$ cat src/rtl/qspi_cmd_sequencer.sv
// QSPI command sequencer: resolves host flash commands into transfer descriptors,
// inserting Write Enable where needed and tracking WEL / 4-byte address mode.
module qspi_cmd_sequencer #(
    parameter int ADDR_W    = 32,
    parameter int LEN_W     = 16,
    parameter int DEPTH     = 4,
    parameter int AUTO_WREN = 1
) (
    input  logic              clk,
    input  logic              reset,
    input  logic [1:0]        flash_type_i,
    input  logic              cmd_valid_i,
    output logic              cmd_ready_o,
    input  logic [4:0]        cmd_id_i,
    input  logic [ADDR_W-1:0] cmd_addr_i,
    input  logic [LEN_W-1:0]  cmd_len_i,
    output logic              desc_valid_o,
    input  logic              desc_ready_i,
    output logic [7:0]        desc_opcode_o,
    output logic [ADDR_W-1:0] desc_addr_o,
    output logic [2:0]        desc_addr_bytes_o,
    output logic [1:0]        desc_addr_lanes_o,
    output logic [4:0]        desc_dummy_o,
    output logic [1:0]        desc_data_lanes_o,
    output logic [1:0]        desc_dir_o,
    output logic [LEN_W-1:0]  desc_len_o,
    output logic              addr4_mode_o,
    output logic              wel_o,
    output logic              err_o
);
    localparam int PW = $clog2(DEPTH);

    localparam logic [1:0] IDLE      = 2'd0;
    localparam logic [1:0] DECODE    = 2'd1;
    localparam logic [1:0] PUSH_WREN = 2'd2;
    localparam logic [1:0] PUSH_MAIN = 2'd3;

    typedef struct packed {
        logic [7:0]        opcode;
        logic [ADDR_W-1:0] addr;
        logic [2:0]        addr_bytes;
        logic [1:0]        addr_lanes;
        logic [4:0]        dummy;
        logic [1:0]        data_lanes;
        logic [1:0]        dir;
        logic [LEN_W-1:0]  len;
    } desc_t;

    logic [1:0]        state;
    logic [4:0]        id_q;
    logic [ADDR_W-1:0] addr_q;
    logic [LEN_W-1:0]  len_q;
    logic [1:0]        type_q;
    logic              wel, addr4, err_q;

    desc_t             mem [DEPTH];
    logic [PW-1:0]     wr_ptr, rd_ptr;
    logic [PW:0]       count;

    desc_t main_d, wren_d, push_d, head;
    logic  illegal, wr_cmd, push, pop;

    assign illegal = (id_q > 5'd18) || (type_q == 2'b11);
    assign wr_cmd  = (id_q >= 5'd6 && id_q <= 5'd10) || (id_q == 5'd12);

    always_comb begin
        main_d = '0;
        unique case (id_q)
            5'd0:  main_d.opcode = 8'h03;
            5'd1:  main_d.opcode = 8'h0B;
            5'd2:  main_d.opcode = 8'h3B;
            5'd3:  main_d.opcode = 8'h6B;
            5'd4:  main_d.opcode = 8'hBB;
            5'd5:  main_d.opcode = 8'hEB;
            5'd6:  main_d.opcode = 8'h02;
            5'd7:  main_d.opcode = (type_q == 2'b00) ? 8'h38 : 8'h32;
            5'd8:  main_d.opcode = 8'h20;
            5'd9:  main_d.opcode = 8'hD8;
            5'd10: main_d.opcode = (type_q == 2'b10) ? 8'h60 : 8'hC7;
            5'd11: main_d.opcode = 8'h05;
            5'd12: main_d.opcode = 8'h01;
            5'd13: main_d.opcode = 8'h06;
            5'd14: main_d.opcode = 8'h9F;
            5'd15: main_d.opcode = 8'h66;
            5'd16: main_d.opcode = 8'h99;
            5'd17: main_d.opcode = 8'hB7;
            5'd18: main_d.opcode = 8'hE9;
            default: main_d.opcode = 8'h00;
        endcase
        unique case (id_q)
            5'd1, 5'd2, 5'd3: main_d.dummy = 5'd8;
            5'd4:             main_d.dummy = 5'd4;
            5'd5:             main_d.dummy = (type_q == 2'b00) ? 5'd10 : 5'd6;
            default:          main_d.dummy = 5'd0;
        endcase
        if (id_q <= 5'd9) begin
            main_d.addr       = addr_q;
            main_d.addr_bytes = addr4 ? 3'd4 : 3'd3;
        end
        main_d.addr_lanes = (id_q == 5'd4) ? 2'd1 : (id_q == 5'd5) ? 2'd2 : 2'd0;
        unique case (id_q)
            5'd2, 5'd4:       main_d.data_lanes = 2'd1;
            5'd3, 5'd5, 5'd7: main_d.data_lanes = 2'd2;
            default:          main_d.data_lanes = 2'd0;
        endcase
        if (id_q <= 5'd5 || id_q == 5'd11 || id_q == 5'd14)
            main_d.dir = 2'b01;
        else if (id_q == 5'd6 || id_q == 5'd7 || id_q == 5'd12)
            main_d.dir = 2'b10;
        main_d.len = (main_d.dir == 2'b00) ? '0 : len_q;
    end

    always_comb begin
        wren_d        = '0;
        wren_d.opcode = 8'h06;
    end

    assign push         = (state == PUSH_WREN) || (state == PUSH_MAIN);
    assign push_d       = (state == PUSH_WREN) ? wren_d : main_d;
    assign desc_valid_o = (count != '0);
    assign pop          = desc_valid_o && desc_ready_i;
    // Two free slots guarantee room for a WREN plus its command once accepted.
    assign cmd_ready_o  = reset && (state == IDLE) && (count <= (PW+1)'(DEPTH - 2));

    always_ff @(posedge clk or negedge reset) begin
        if (!reset) begin
            state  <= IDLE;
            id_q   <= '0;
            addr_q <= '0;
            len_q  <= '0;
            type_q <= '0;
            wel    <= 1'b0;
            addr4  <= 1'b0;
            err_q  <= 1'b0;
        end else begin
            err_q <= (state == DECODE) && illegal;
            unique case (state)
                IDLE: if (cmd_valid_i && cmd_ready_o) begin
                    id_q   <= cmd_id_i;
                    addr_q <= cmd_addr_i;
                    len_q  <= cmd_len_i;
                    type_q <= flash_type_i;
                    state  <= DECODE;
                end
                DECODE: begin
                    if (illegal)                                state <= IDLE;
                    else if ((AUTO_WREN != 0) && wr_cmd && !wel) state <= PUSH_WREN;
                    else                                        state <= PUSH_MAIN;
                end
                PUSH_WREN: begin
                    wel   <= 1'b1;
                    state <= PUSH_MAIN;
                end
                default: begin
                    if (id_q == 5'd13) wel <= 1'b1;
                    if (wr_cmd)        wel <= 1'b0;
                    if (id_q == 5'd17) addr4 <= 1'b1;
                    if (id_q == 5'd18) addr4 <= 1'b0;
                    if (id_q == 5'd16) begin
                        addr4 <= 1'b0;
                        wel   <= 1'b0;
                    end
                    state <= IDLE;
                end
            endcase
        end
    end

    always_ff @(posedge clk) begin
        if (push) mem[wr_ptr] <= push_d;
    end

    always_ff @(posedge clk or negedge reset) begin
        if (!reset) begin
            wr_ptr <= '0;
            rd_ptr <= '0;
            count  <= '0;
        end else begin
            if (push) wr_ptr <= wr_ptr + 1'b1;
            if (pop)  rd_ptr <= rd_ptr + 1'b1;
            unique case ({push, pop})
                2'b10:   count <= count + 1'b1;
                2'b01:   count <= count - 1'b1;
                default: count <= count;
            endcase
        end
    end

    assign head              = desc_valid_o ? mem[rd_ptr] : '0;
    assign desc_opcode_o     = head.opcode;
    assign desc_addr_o       = head.addr;
    assign desc_addr_bytes_o = head.addr_bytes;
    assign desc_addr_lanes_o = head.addr_lanes;
    assign desc_dummy_o      = head.dummy;
    assign desc_data_lanes_o = head.data_lanes;
    assign desc_dir_o        = head.dir;
    assign desc_len_o        = head.len;
    assign addr4_mode_o      = addr4;
    assign wel_o             = wel;
    assign err_o             = err_q;
endmodule

$ cat config.mk
export PLATFORM = sky130hd
export DESIGN_NAME = qspi_cmd_sequencer
export DESIGN_NICKNAME = d
export VERILOG_FILES = /design/src/rtl/qspi_cmd_sequencer.sv
export SDC_FILE = /design/constraint.sdc
export NUM_CORES = 1
export LEC_CHECK = 0
export ABC_AREA = 1
export CELL_PAD_IN_SITES_DETAIL_PLACEMENT = 1
export CELL_PAD_IN_SITES_GLOBAL_PLACEMENT = 2
export CORE_MARGIN = 8
export CORE_UTILIZATION = 34
export CTS_CLUSTER_DIAMETER = 200
export CTS_CLUSTER_SIZE = 30
export DETAILED_ROUTE_END_ITERATION = 10
export PLACE_DENSITY_LB_ADDON = 0.1
export SYNTH_ARGS = -nofsm -noshare
export SYNTH_HDL_FRONTEND = slang
export SYNTH_SLANG_ARGS = --single-unit
$ cat constraint.sdc
create_clock -name clk -period 2.7 [get_ports clk]
set_clock_uncertainty 0.1 [all_clocks]
set_input_delay 0.54 -clock clk [delete_from_list [all_inputs] [get_ports clk]]
set_output_delay 0.54 -clock clk [all_outputs]
set_load 0.01 [all_outputs]
==> results.json <==
{
  "outcome": "complete, but fails checks",
  "violations": "setup timing",
  "timing.critical_path.arrival_ps": 2090,
  "drcViolationCount": 0,
  "critical_path.endpoint_type": "output pin",
  "place_congestion": 0.815,
  "port-buffer-count": 131,
  "post_synth_most_frequent_cells": "sky130_fd_sc_hd__nor2_1, sky130_fd_sc_hd__edfxtp_1, sky130_fd_sc_hd__nand2_1",
  "min_from": "cmd_valid_i",
  "floorplan.die_area_um2": 47900,
  "start_util_pct": 34.4,
  "final-max-slew-violation-count": 0,
  "grt_overflow": 0,
  "post-layout-total-power_uw": 19500,
  "core_area_um2": 40700,
  "syn_to_final_growth_pct": 22.7,
  "register_area_um2": 9730,
  "crit_share_post_route_pct": 101,
  "synth_largest_type_area_fraction_pct": 57.5,
  "pin_count": 134,
  "fillerInstances": 4461,
  "numClockSinks": 335,
  "start_kind": "flop",
  "hold_viol_final": 0,
  "ys_flop_type": "sky130_fd_sc_hd__edfxtp_1",
  "tritoncts.num_buffers": 15,
  "asyncSetResetFlopFracSynth_pct": 20.0,
  "dp_hpwl_um": 25500,
  "initialDrtViolationCount": 553,
  "worstMarginPinSlew_ps": 989,
  "critical_path.cell_chain": "buf_6, buf_8, clkbuf_16, nor2_1, nor2_1, o21ai_0, a21oi_2, buf_2",
  "cts-htree-levels": 1,
  "fin_ws_ps": -25.7,
  "max_clock_freq_mhz": 367,
  "timing.final.crit_period_ps": 2730,
  "hold_path_end": "len_q[15]",
  "post-synth-top-count-cell": "sky130_fd_sc_hd__nor2_1",
  "first_pass_iters": 6,
  "worst_slew_margin_rel_pct": 34.1,
  "grt_pass1_vias": 10600,
  "ff2ff_path_depth": 11,
  "timing.critical_path.buf_inv": 4,
  "drive_gt1_share_pct": 15.1,
  "cts_tree": "done",
  "cpLargestDelayFamily": "buffers and inverters",
  "multi_input_area_um2": 3930,
  "r2r_slack_ps": 420,
  "rr_endpoint": "count[2]",
  "timing.hold.worst.class": "in2reg",
  "max_cap_violations": 0,
  "synth.cell_area_um2": 14000,
  "layout.cell_area.non_filler_um2": 17200,
  "drtAntennaViolNets": 0,
  "drt_wl_total_um": 43600,
  "clock_insertion_delay_at_the_later_pin_of_the_skew_report_ps": 520,
  "synth.area.top_cells": "sky130_fd_sc_hd__edfxtp_1, sky130_fd_sc_hd__dfrtp_1, sky130_fd_sc_hd__nor2_1",
  "rsz_0062_raised_after_global_routing": "true",
  "synth.largest_area_cell": "sky130_fd_sc_hd__edfxtp_1",
  "clock_tree.buffer_depth": 3,
  "number_of_flops_mapped_to_enable_cells_by_yosys": 268,
  "synth_warnings": 0,
  "p_per_area_nw_per_um2": 1140,
  "criticalPathCategory": "reg2out",
  "dpl_cell_area_um2": 16300,
  "drt_wl_cell_um": 21.6,
  "chipHeight_um": 219,
  "crit-reg2reg-launch": "count[1]",
  "worst_hold_slack_ps": 305,
  "drt-vias-per-instance": 4.97,
  "row_count": 74,
  "vias": 10000,
  "clockRootBuffer": "sky130_fd_sc_hd__clkbuf_16",
  "yosys.cell_types.count": 27,
  "cts_clk_pin_slew_worst_paths_ps": 120,
  "synthesis.area_per_instance_um2": 10.5,
  "grt_pass1_wl_um": 65300,
  "final_nets": 1539,
  "number_of_antenna_violations_at_the_first_check_in_global_routing": 1,
  "instance_count_of_the_mapped_netlist": 1327,
  "final-setup-viol-count": 3,
  "yosysSeqAreaShare_pct": 69.5,
  "ys_ff_latch": 335,
  "largest_net_degree_at_the_start_of_global_routing": 68,
  "crit_path_frequent_cell": "sky130_fd_sc_hd__nor2_1",
  "holdPathStages": 3,
  "die_w_um": 219,
  "gr-usage-all-layers_pct": 17.6,
  "critical_path_s_largest_stage_delay_ps": 470,
  "crit_fanout": 7,
  "p_leak_uw": 0.00661,
  "worst_path_max_delay_cell": "sky130_fd_sc_hd__dfrtp_4",
  "vdd.ir_drop.worst_uv": 701,
  "critPathRequiredTime_ps": 2060
}
## metal layers
layer / vias up / share of wire [%] / global-route usage, % / wire, µm
li1: 4764 / - / - / -
met1: 5069 / 47 / 24.2 / 20400
met2: 144 / 48 / 30.0 / 21100
met3: 41 / 3.1 / 2.09 / 1370
met4: 0 / 1.7 / 3.25 / 742
met5: - / 0 / 0 / 0
## stage by stage
| step | util, % | instances | setup WS (ps) | TNS (ps) |
|---|---|---|---|---|
| after global placement | 40.0 | 1955 | 137 | 0 |
| after floorplan | - | 1328 | 207 | 0 |
| after detailed placement | 40.0 | 1955 | 136 | 0 |
| after global routing | 42.2 | 2014 | -111 | -1920 |
| after CTS | 41.6 | 2004 | -72.3 | -857 |
| final | 42.2 | 2015 | -25.7 | -37.4 |
## area by class of cell
cell class	instances	area share (%)
sequential	335	56.7
tap	532	3.88
timing repair buffer	213	13.0
multi-input combinational	869	22.9
inverter	40	0.976
antenna	1	0.0146
clock inverter	1	0.175
clock buffer	24	2.38
## worst min-delay path: cells and delay by family
kind                   cells  cell delay, ps
buffers and inverters      1             190
AND/OR/NAND/NOR            2             160
## how the worst max path moves through the flow
stage | from | end | cells after the start
after floorplan | wr_ptr[0] | mem[2][0] | 4
after global placement | rd_ptr[0] | desc_opcode_o[0] | 5
after detailed placement | rd_ptr[0] | desc_addr_bytes_o[1] | 6
after CTS | rd_ptr[0] | desc_opcode_o[1] | 8
after global routing | rd_ptr[0] | desc_opcode_o[1] | 8
final | rd_ptr[0] | desc_opcode_o[4] | 8
## cell families after synthesis
family	synth area share (%)
xor gates and xnor gates	0.250
adders and majority gates	0.590
buffers and inverters	3.67
DFF	69.5
and+or+nand+nor	17.4
AOI/OAI and AO/OA	8.57
other	0.0268
## state kept, by name, summed over array words and instances (netlist names)
register / count
addr4_mode_o: 1
addr_q: 32
count: 3
err_o: 1
id_q: 5
len_q: 16
mem: 268
rd_ptr: 2
state: 2
type_q: 2
wel_o: 1
wr_ptr: 2
## power breakdown
group	internal, µW	switching (µW)	leakage (µW)
clock	1090	1620	0.000207
sequential	6860	478	0.00330
combinational	3710	5750	0.00311
total	11600	7850	0.00661
## cells in the final DEF (no fill, tap or decap), types with 3 or more instances in the layout
cell type,netlist,final
sky130_fd_sc_hd__nor2_1,355,338
sky130_fd_sc_hd__edfxtp_1,268,268
sky130_fd_sc_hd__nand2_1,185,185
sky130_fd_sc_hd__o21ai_0,147,103
sky130_fd_sc_hd__a21oi_1,87,69
sky130_fd_sc_hd__nand3_1,67,67
sky130_fd_sc_hd__dfrtp_1,67,63
sky130_fd_sc_hd__clkdlybuf4s50_1,0,60
sky130_fd_sc_hd__buf_2,24,57
sky130_fd_sc_hd__o21ai_1,0,41
sky130_fd_sc_hd__inv_1,37,32
sky130_fd_sc_hd__buf_4,5,32
sky130_fd_sc_hd__buf_12,0,29
sky130_fd_sc_hd__clkbuf_16,0,21
sky130_fd_sc_hd__a21oi_2,0,18
sky130_fd_sc_hd__nor2_2,2,15
sky130_fd_sc_hd__clkbuf_1,44,9
sky130_fd_sc_hd__clkbuf_2,0,9
sky130_fd_sc_hd__buf_6,0,7
sky130_fd_sc_hd__nor3_1,7,6
sky130_fd_sc_hd__ha_1,5,5
sky130_fd_sc_hd__buf_16,0,5
sky130_fd_sc_hd__nor2_4,0,4
sky130_fd_sc_hd__clkinv_2,0,4
sky130_fd_sc_hd__xor2_1,3,3
sky130_fd_sc_hd__inv_2,3,3
sky130_fd_sc_hd__o21ai_2,1,3
sky130_fd_sc_hd__buf_8,0,3
## repair_timing
| action | CTS | global route |
|---|---|---|
| endpoints found under the hold margin | 5 | 0 |
| setup endpoints to repair | 69 | 67 |
| pin swaps | 40 | 48 |
| setup buffers | 15 | 8 |
| gates resized for setup | 244 | 144 |
| cloned | 8 | 7 |
| hold buffers | 1 | 0 |
Note: power is estimated with default switching activity, not from simulation.
